## src/rtl/mem_seq_pkg.sv

```systemverilog
// Shared types and constants for the system-bus memory sequencer.
package mem_seq_pkg;

  localparam int unsigned WORD_W_DFLT = 10;
  localparam int unsigned OP_W_DFLT   = 3;

  function automatic int unsigned addr_width(input int unsigned word_w, input int unsigned op_w);
    return word_w - op_w;
  endfunction

  localparam int unsigned ADDR_W = addr_width(WORD_W_DFLT, OP_W_DFLT);

  localparam logic GNT_CPU = 1'b0;
  localparam logic GNT_LD  = 1'b1;

  typedef enum logic [2:0] {
    StIdle,
    StAddr,
    StRd,
    StWr,
    StAck
  } state_t;

endpackage

```

## src/rtl/rr_arbiter2.sv

```systemverilog
// Two-way round-robin arbiter: registered priority pointer, combinational winner.
module rr_arbiter2
  import mem_seq_pkg::*;
(
  input  logic       clock_i,
  input  logic       reset_i,
  input  logic [1:0] req_i,
  input  logic       take_i,
  output logic       any_o,
  output logic       winner_o
);

  // Requester favoured on a tie; reset favours the CPU.
  logic prio_q, prio_d;

  always_comb begin
    any_o    = |req_i;
    winner_o = (req_i == 2'b11) ? prio_q : req_i[GNT_LD];
    prio_d   = prio_q;
    if (take_i && any_o) begin
      prio_d = ~winner_o;
    end
  end

  always_ff @(posedge clock_i) begin
    if (reset_i) begin
      prio_q <= GNT_CPU;
    end else begin
      prio_q <= prio_d;
    end
  end

endmodule

```

## src/rtl/mem_bus_sequencer.sv

```systemverilog
// Shares the system-bus memory between the CPU and the character loader,
// sequencing MAR/MDR strobes for one fixed-length transaction at a time.
module mem_bus_sequencer
  import mem_seq_pkg::*;
#(
  parameter int unsigned WORD_W = 10,
  parameter int unsigned OP_W   = 3
) (
  input  logic                   clock,
  input  logic                   reset,
  input  logic                   cpu_req,
  input  logic                   cpu_we,
  input  logic [WORD_W-OP_W-1:0] cpu_addr,
  input  logic [WORD_W-1:0]      cpu_wdata,
  output logic                   cpu_ack,
  output logic [WORD_W-1:0]      cpu_rdata,
  input  logic                   ld_req,
  input  logic                   ld_we,
  input  logic [WORD_W-OP_W-1:0] ld_addr,
  input  logic [WORD_W-1:0]      ld_wdata,
  output logic                   ld_ack,
  output logic [WORD_W-1:0]      ld_rdata,
  output logic [WORD_W-1:0]      bus_out,
  output logic                   bus_oe,
  input  logic [WORD_W-1:0]      bus_in,
  output logic                   load_MAR,
  output logic                   load_MDR,
  output logic                   MDR_bus,
  output logic                   CS,
  output logic                   R_NW,
  output logic                   grant
);

  state_t                  state_q, state_d;
  logic                    grant_q, grant_d;
  logic                    we_q, we_d;
  logic [WORD_W-OP_W-1:0]  addr_q, addr_d;
  logic [WORD_W-1:0]       wdata_q, wdata_d;
  logic [WORD_W-1:0]       cpu_rdata_q, ld_rdata_q;
  logic                    arb_any, arb_winner;

  rr_arbiter2 u_arb (
    .clock_i  (clock),
    .reset_i  (reset),
    .req_i    ({ld_req, cpu_req}),
    .take_i   (state_q == StIdle),
    .any_o    (arb_any),
    .winner_o (arb_winner)
  );

  always_comb begin
    state_d  = state_q;
    grant_d  = grant_q;
    we_d     = we_q;
    addr_d   = addr_q;
    wdata_d  = wdata_q;
    bus_out  = '0;
    bus_oe   = 1'b0;
    load_MAR = 1'b0;
    load_MDR = 1'b0;
    MDR_bus  = 1'b0;
    CS       = 1'b0;
    R_NW     = 1'b0;
    cpu_ack  = 1'b0;
    ld_ack   = 1'b0;
    unique case (state_q)
      StIdle: begin
        if (arb_any) begin
          grant_d = arb_winner;
          if (arb_winner == GNT_LD) begin
            we_d    = ld_we;
            addr_d  = ld_addr;
            wdata_d = ld_wdata;
          end else begin
            we_d    = cpu_we;
            addr_d  = cpu_addr;
            wdata_d = cpu_wdata;
          end
          state_d = StAddr;
        end
      end
      StAddr: begin
        bus_oe   = 1'b1;
        bus_out  = {{OP_W{1'b0}}, addr_q};
        load_MAR = 1'b1;
        CS       = 1'b1;
        state_d  = we_q ? StWr : StRd;
      end
      StRd: begin
        // Bus released so memory MDR can drive the read word.
        MDR_bus = 1'b1;
        CS      = 1'b1;
        R_NW    = 1'b1;
        state_d = StAck;
      end
      StWr: begin
        bus_oe   = 1'b1;
        bus_out  = wdata_q;
        load_MDR = 1'b1;
        CS       = 1'b1;
        state_d  = StAck;
      end
      StAck: begin
        cpu_ack = (grant_q == GNT_CPU);
        ld_ack  = (grant_q == GNT_LD);
        state_d = StIdle;
      end
      default: state_d = StIdle;
    endcase
  end

  always_ff @(posedge clock) begin
    if (reset) begin
      state_q <= StIdle;
      grant_q <= GNT_CPU;
      we_q    <= 1'b0;
      addr_q  <= '0;
      wdata_q <= '0;
    end else begin
      state_q <= state_d;
      grant_q <= grant_d;
      we_q    <= we_d;
      addr_q  <= addr_d;
      wdata_q <= wdata_d;
    end
  end

  always_ff @(posedge clock) begin
    if (reset) begin
      cpu_rdata_q <= '0;
      ld_rdata_q  <= '0;
    end else if (state_q == StRd) begin
      if (grant_q == GNT_CPU) begin
        cpu_rdata_q <= bus_in;
      end else begin
        ld_rdata_q <= bus_in;
      end
    end
  end

  assign cpu_rdata = cpu_rdata_q;
  assign ld_rdata  = ld_rdata_q;
  assign grant     = grant_q;

endmodule

```

## config.mk

```make
export PLATFORM = sky130hd
export DESIGN_NAME = mem_bus_sequencer
export DESIGN_NICKNAME = d
export VERILOG_FILES = /design/src/rtl/mem_seq_pkg.sv /design/src/rtl/rr_arbiter2.sv /design/src/rtl/mem_bus_sequencer.sv
export SDC_FILE = /design/constraint.sdc
export NUM_CORES = 1
export LEC_CHECK = 0
export ABC_AREA = 1
export ABC_CLOCK_PERIOD_IN_PS = 1800
export CAP_MARGIN = 10
export CELL_PAD_IN_SITES_DETAIL_PLACEMENT = 1
export CELL_PAD_IN_SITES_GLOBAL_PLACEMENT = 2
export CORE_ASPECT_RATIO = 1.25
export CORE_MARGIN = 8
export CORE_UTILIZATION = 21
export CTS_CLUSTER_SIZE = 20
export DETAILED_ROUTE_END_ITERATION = 10
export PLACE_DENSITY = 0.88
export SYNTH_ARGS = -nofsm -noshare
export SYNTH_HDL_FRONTEND = slang
export SYNTH_HIERARCHICAL = 1
export SYNTH_SLANG_ARGS = --single-unit
```

## constraint.sdc

```tcl
create_clock -name clock -period 1.8 [get_ports clock]
set_clock_uncertainty 0.15 [all_clocks]
set_input_delay 0.36 -clock clock [delete_from_list [all_inputs] [get_ports clock]]
set_output_delay 0.36 -clock clock [all_outputs]
set_load 0.03 [all_outputs]
```

Word-level counts from Yosys, hierarchy flattened. Index checks and enable logic that the tools add are counted.

Mux-type cells: 15. Bitwise gates (word level): 2. Eq/ne operators: 6. Reductions and logical operators: 9.

Operators with widths (number): $pmux W10 S2 (1); $mux W1 (10); $mux W10 (1); $pmux W3 S3 (1); $mux W7 (1); $eq A3 B2 Y1 const B (2); $reduce_and A2 Y1 (3); $reduce_or A2 Y1 (3); $eq A3 B1 Y1 const B (1); $eq A3 B3 Y1 const B (1); $logic_not A3 Y1 (1); $mux W3 (1); $reduce_or A3 Y1 (1); $eq A2 B2 Y1 const B (1); $ne A2 B2 Y1 const B (1); $not A1 Y1 (2); $logic_and A1 B1 Y1 (1).

Register bits after elaboration: 43. Output and inout port bits: 39. Input port bits: 50.

Depth between registers and ports, before layout.
Depth after elaboration: 3. Gate-level depth with buffers: 8.

Hierarchy. The synthesis kept the hierarchy.

Modules (own cells, without submodules): mem_bus_sequencer (times used 1, area an instance 2099.5 sq um, sequential area each 840.8 sq um, cells each 337); rr_arbiter2 (times used 1, area an instance 58.8 sq um, sequential area each 20.0 sq um, cells each 8).

Worst setup path after synthesis. Ideal clock, no wire load.

Path kind: register to output. Start point: reg state_q[0]. End point: out bus_out[0]. Arrival time: 1.506 ns. Setup slack: -0.216 ns. Data required time: 1.290 ns. Cell stages (with the launch flop): 5. Cell sequence: dfxtp_1 -> inv_2 -> nor2_2 -> nand2_1 -> o22ai_1.

Word-level cells in the longest chain between the ends: 2.

Ends and longest elaborated chain: from (decl) (RTL line mem_bus_sequencer.sv:34) `state_t state_q, state_d;`; from (signal assigned) (RTL line mem_bus_sequencer.sv:114) `state_q <= StIdle;`; from (signal assigned) (RTL line mem_bus_sequencer.sv:120) `state_q <= state_d;`; $eq A3 B2 Y1 / $eq A3 B1 Y1 (equally long branches) (RTL line mem_bus_sequencer.sv:66) `unique case (state_q)`; $pmux W10 S2 (*) (RTL line mem_bus_sequencer.sv:66); to (decl) (RTL line mem_bus_sequencer.sv:23) `output logic [WORD_W-1:0] bus_out,`.

Mark *: on every way between the ends. The rest lies on a longest branch, timed or not.

Final worst setup path.
Start point: reg state_q[2]. End point: out bus_out[6].

The elaborated chain is that of the path after synthesis.

==> flow_metrics.env <==
export IMPL_die_x_um=107
export IMPL_hold_buffers=0
export IMPL_mostFrequentLayoutCells="nand2_1, nor2_1, clkdlybuf4s50_1, dfxtp_1, inv_1"
export IMPL_slowest_stage="dfxtp_4"
export IMPL_initial_utilization_pct=21.5
export IMPL_avgSynthCellArea_um2=6.26
export IMPL_cts_buffers=5
export IMPL_period_minus_slack_ns=1.85
export IMPL_violations="negative setup slack"
export IMPL_cts_sinks=43
export IMPL_final_nets=496
export IMPL_nFillCells=1259
export IMPL_clockBufferDepth=2
export IMPL_final_cell_area_mm2=0.00373
export IMPL_min_from="ld_rdata[6]$_SDFFE_PP0P_"
export IMPL_min_period_over_period_pct=103
export IMPL_p_per_area_mw_per_mm2=898
export IMPL_whs_ns=0.328
export IMPL_endpoint_kind="primary output"
export IMPL_cts_reportedPaths_clkPinSlew_ns=0.06
export IMPL_start_kind="flip-flop"
export IMPL_clk_latency_ns=0.28
export IMPL_setup_viol=7
export IMPL_place_area_mm2=0.00334
export IMPL_timing_rr_start="state_q[2]$_SDFFE_PP0P_"
export IMPL_antenna_found_initial=0
export IMPL_ff_latch_area_um2=871
export IMPL_pre_cts_slack_ns=-0.0813
export IMPL_cp_max_fo=6
export IMPL_drc_errors=0
export IMPL_final_layout_size_suffix_gt1_share_pct=19.0
export IMPL_critPathKind="flip-flop to primary output"
export IMPL_drv_slew=0
export IMPL_yosysWarnings=6
export IMPL_gp_congestion=0.758
export IMPL_grt_ovfl_total=0
export IMPL_cts_root_buffer="clkbuf_16"
export IMPL_fp_dieH_um=129
export IMPL_power_mw=3.35
export IMPL_startpoint="state_q[2]$_SDFFE_PP0P_"
export IMPL_track_usage_pct=11.4
export IMPL_drtIter0Drc=57
export IMPL_ctsHtreeMaxLevel=2
export IMPL_status="finished with violations"
export IMPL_yosys_top_cells_area="dfxtp_1, nand2_1, nor2_1"
export IMPL_ant_nets=0
export IMPL_synth_seq_cells=43
export IMPL_clock_fmax_ghz=0.539
export IMPL_areaGrowthSynthToFinish_pct=72.7
export IMPL_die_area_mm2=0.0138
export IMPL_dr_pass1_iters=4
export IMPL_top_level_ports=89
export IMPL_fin_util_pct=37.1
export IMPL_syn_nets=395
export IMPL_place_hpwl_mm=5.89
export IMPL_synth_top_area_share_pct=39.9
export IMPL_leakage_nw=1.81
export IMPL_setup_slack_ns=-0.0542
export IMPL_syn_area_mm2=0.00216
export IMPL_antennaDiodeCount=0
export IMPL_critPathRequiredTime_ns=1.29
export IMPL_final_common_cell="nand2_1"
export IMPL_worst_slew_pin_slew_ns=0.321
export IMPL_via_per_inst=4.20
export IMPL_vias=2421
export IMPL_cap_violations=0
export IMPL_rsz0062_at_grt="yes"
export IMPL_wire_per_inst_um=13.5
export IMPL_crit_arrival_ns=1.34
export IMPL_ys_seq_area_share_pct=39.9
export IMPL_cp_cell_sequence="nor2_4 > nand2_4 > buf_12 > o22ai_4 > buf_6"
export IMPL_core_mm2=0.0101
export IMPL_hold_path_class="flip-flop to flip-flop"
export IMPL_vdd_drop_max_v=0.000389
export IMPL_grt_max_degree=24
export IMPL_hold_viol=0
export IMPL_io_buffers=88
export IMPL_syn_inst=345
export IMPL_multi_input_area_mm2=0.00121
export IMPL_ys_types=22
export IMPL_cpPeakStageDelay_ns=0.38
export IMPL_yosysTopAreaCell="dfxtp_1"
export IMPL_wl_mm=7.78
export IMPL_grt_pass1_vias=2560
export IMPL_rows=41
export IMPL_grt_pass1_wl_mm=12.6
export IMPL_cts_tree="done"
export IMPL_relSlewSlack_pct=78.6
[cell usage after synthesis]
master and number:
a21oi_2 1, nand3_2 2, dfxtp_1 43, nor2_1 85, a21boi_1 1, buf_4 3, nand2_1 117, buf_2 7
nor2_2 3, clkinv_1 1, nor2_4 2, buf_1 2, nand3_1 2, o22ai_1 7, or2_1 1, nor3_1 3
o21ai_1 1, nand4_1 20, inv_2 3, inv_1 33, clkbuf_1 5, buf_6 3
[where the power goes]
group	switching (mW)	internal, mW
Combinational	0.621	0.453
Clock	0.374	0.796
Sequential	0.0470	1.06
Total	1.04	2.30
[per-layer routing]
| metal | global-route usage [%] | vias to the layer above | routed length [um] |
|---|---|---|---|
| met5 | 0 | - | 0 |
| met4 | 3.32 | 0 | 95 |
| met2 | 20.8 | 68 | 3980 |
| met1 | 12.2 | 1096 | 3240 |
| met3 | 3.43 | 6 | 465 |
| li1 | - | 1251 | - |
[timing repair]
action	4_1_cts	5_1_grt
endpoints found under the setup margin	32	26
setup buffers	9	2
pin swaps	3	6
endpoints found under the hold margin	0	0
gates resized for setup	41	15
gates cloned	1	0
[final cells by class]
class | count | share of cell area [%]
clock buffer | 6 | 3.46
clock inverter | 2 | 1.61
inverter | 37 | 3.86
multi-input combinational | 245 | 32.4
sequential | 43 | 23.4
tap | 129 | 4.33
timing repair buffer | 114 | 31.0
[kinds of logic (layout without fill, tap and decap cells)]
logic type	Yosys count	in the layout	share of synthesized area, %
flops	43	43	39.9
compound gates	10	10	3.01
simple gates	235	235	45.2
buf+inv	57	159	11.9
[worst paths after layout]
path	to	depth (start not counted)	slack (ns)
hold reg to reg	ld_rdata[6]$_SDFFE_PP0P_	2	0.33
setup reg to reg	ld_rdata[8]$_SDFFE_PP0P_	9	0.11
hold / removal	ld_rdata[6]$_SDFFE_PP0P_	2	0.33
setup / recovery	bus_out[6]	5	-0.05
[stage by stage]
stage	TNS, ns	instances
detailed placement	-0.842	557
finish	-0.186	576
CTS	-0.354	575
floorplan	-0.236	345
global route	-0.689	576
global placement	-0.685	557
[sequential cells by signal, indices dropped and copies added, names as in the netlist]
signal	count
grant	1
u_arb/prio_q	1
addr_q	7
ld_rdata	10
state_q	3
cpu_rdata	10
wdata_q	10
we_q	1
[worst max-delay path, delay by kind of cell (launching register included)]
kind / cells / cell delay [ns]
AO/OA/AOI/OAI: 1 / 0.14
flip-flops: 1 / 0.38
AND/OR/NAND/NOR: 2 / 0.23
buffers and inverters: 2 / 0.31
No activity file was read; power rests on OpenSTA's default activity.
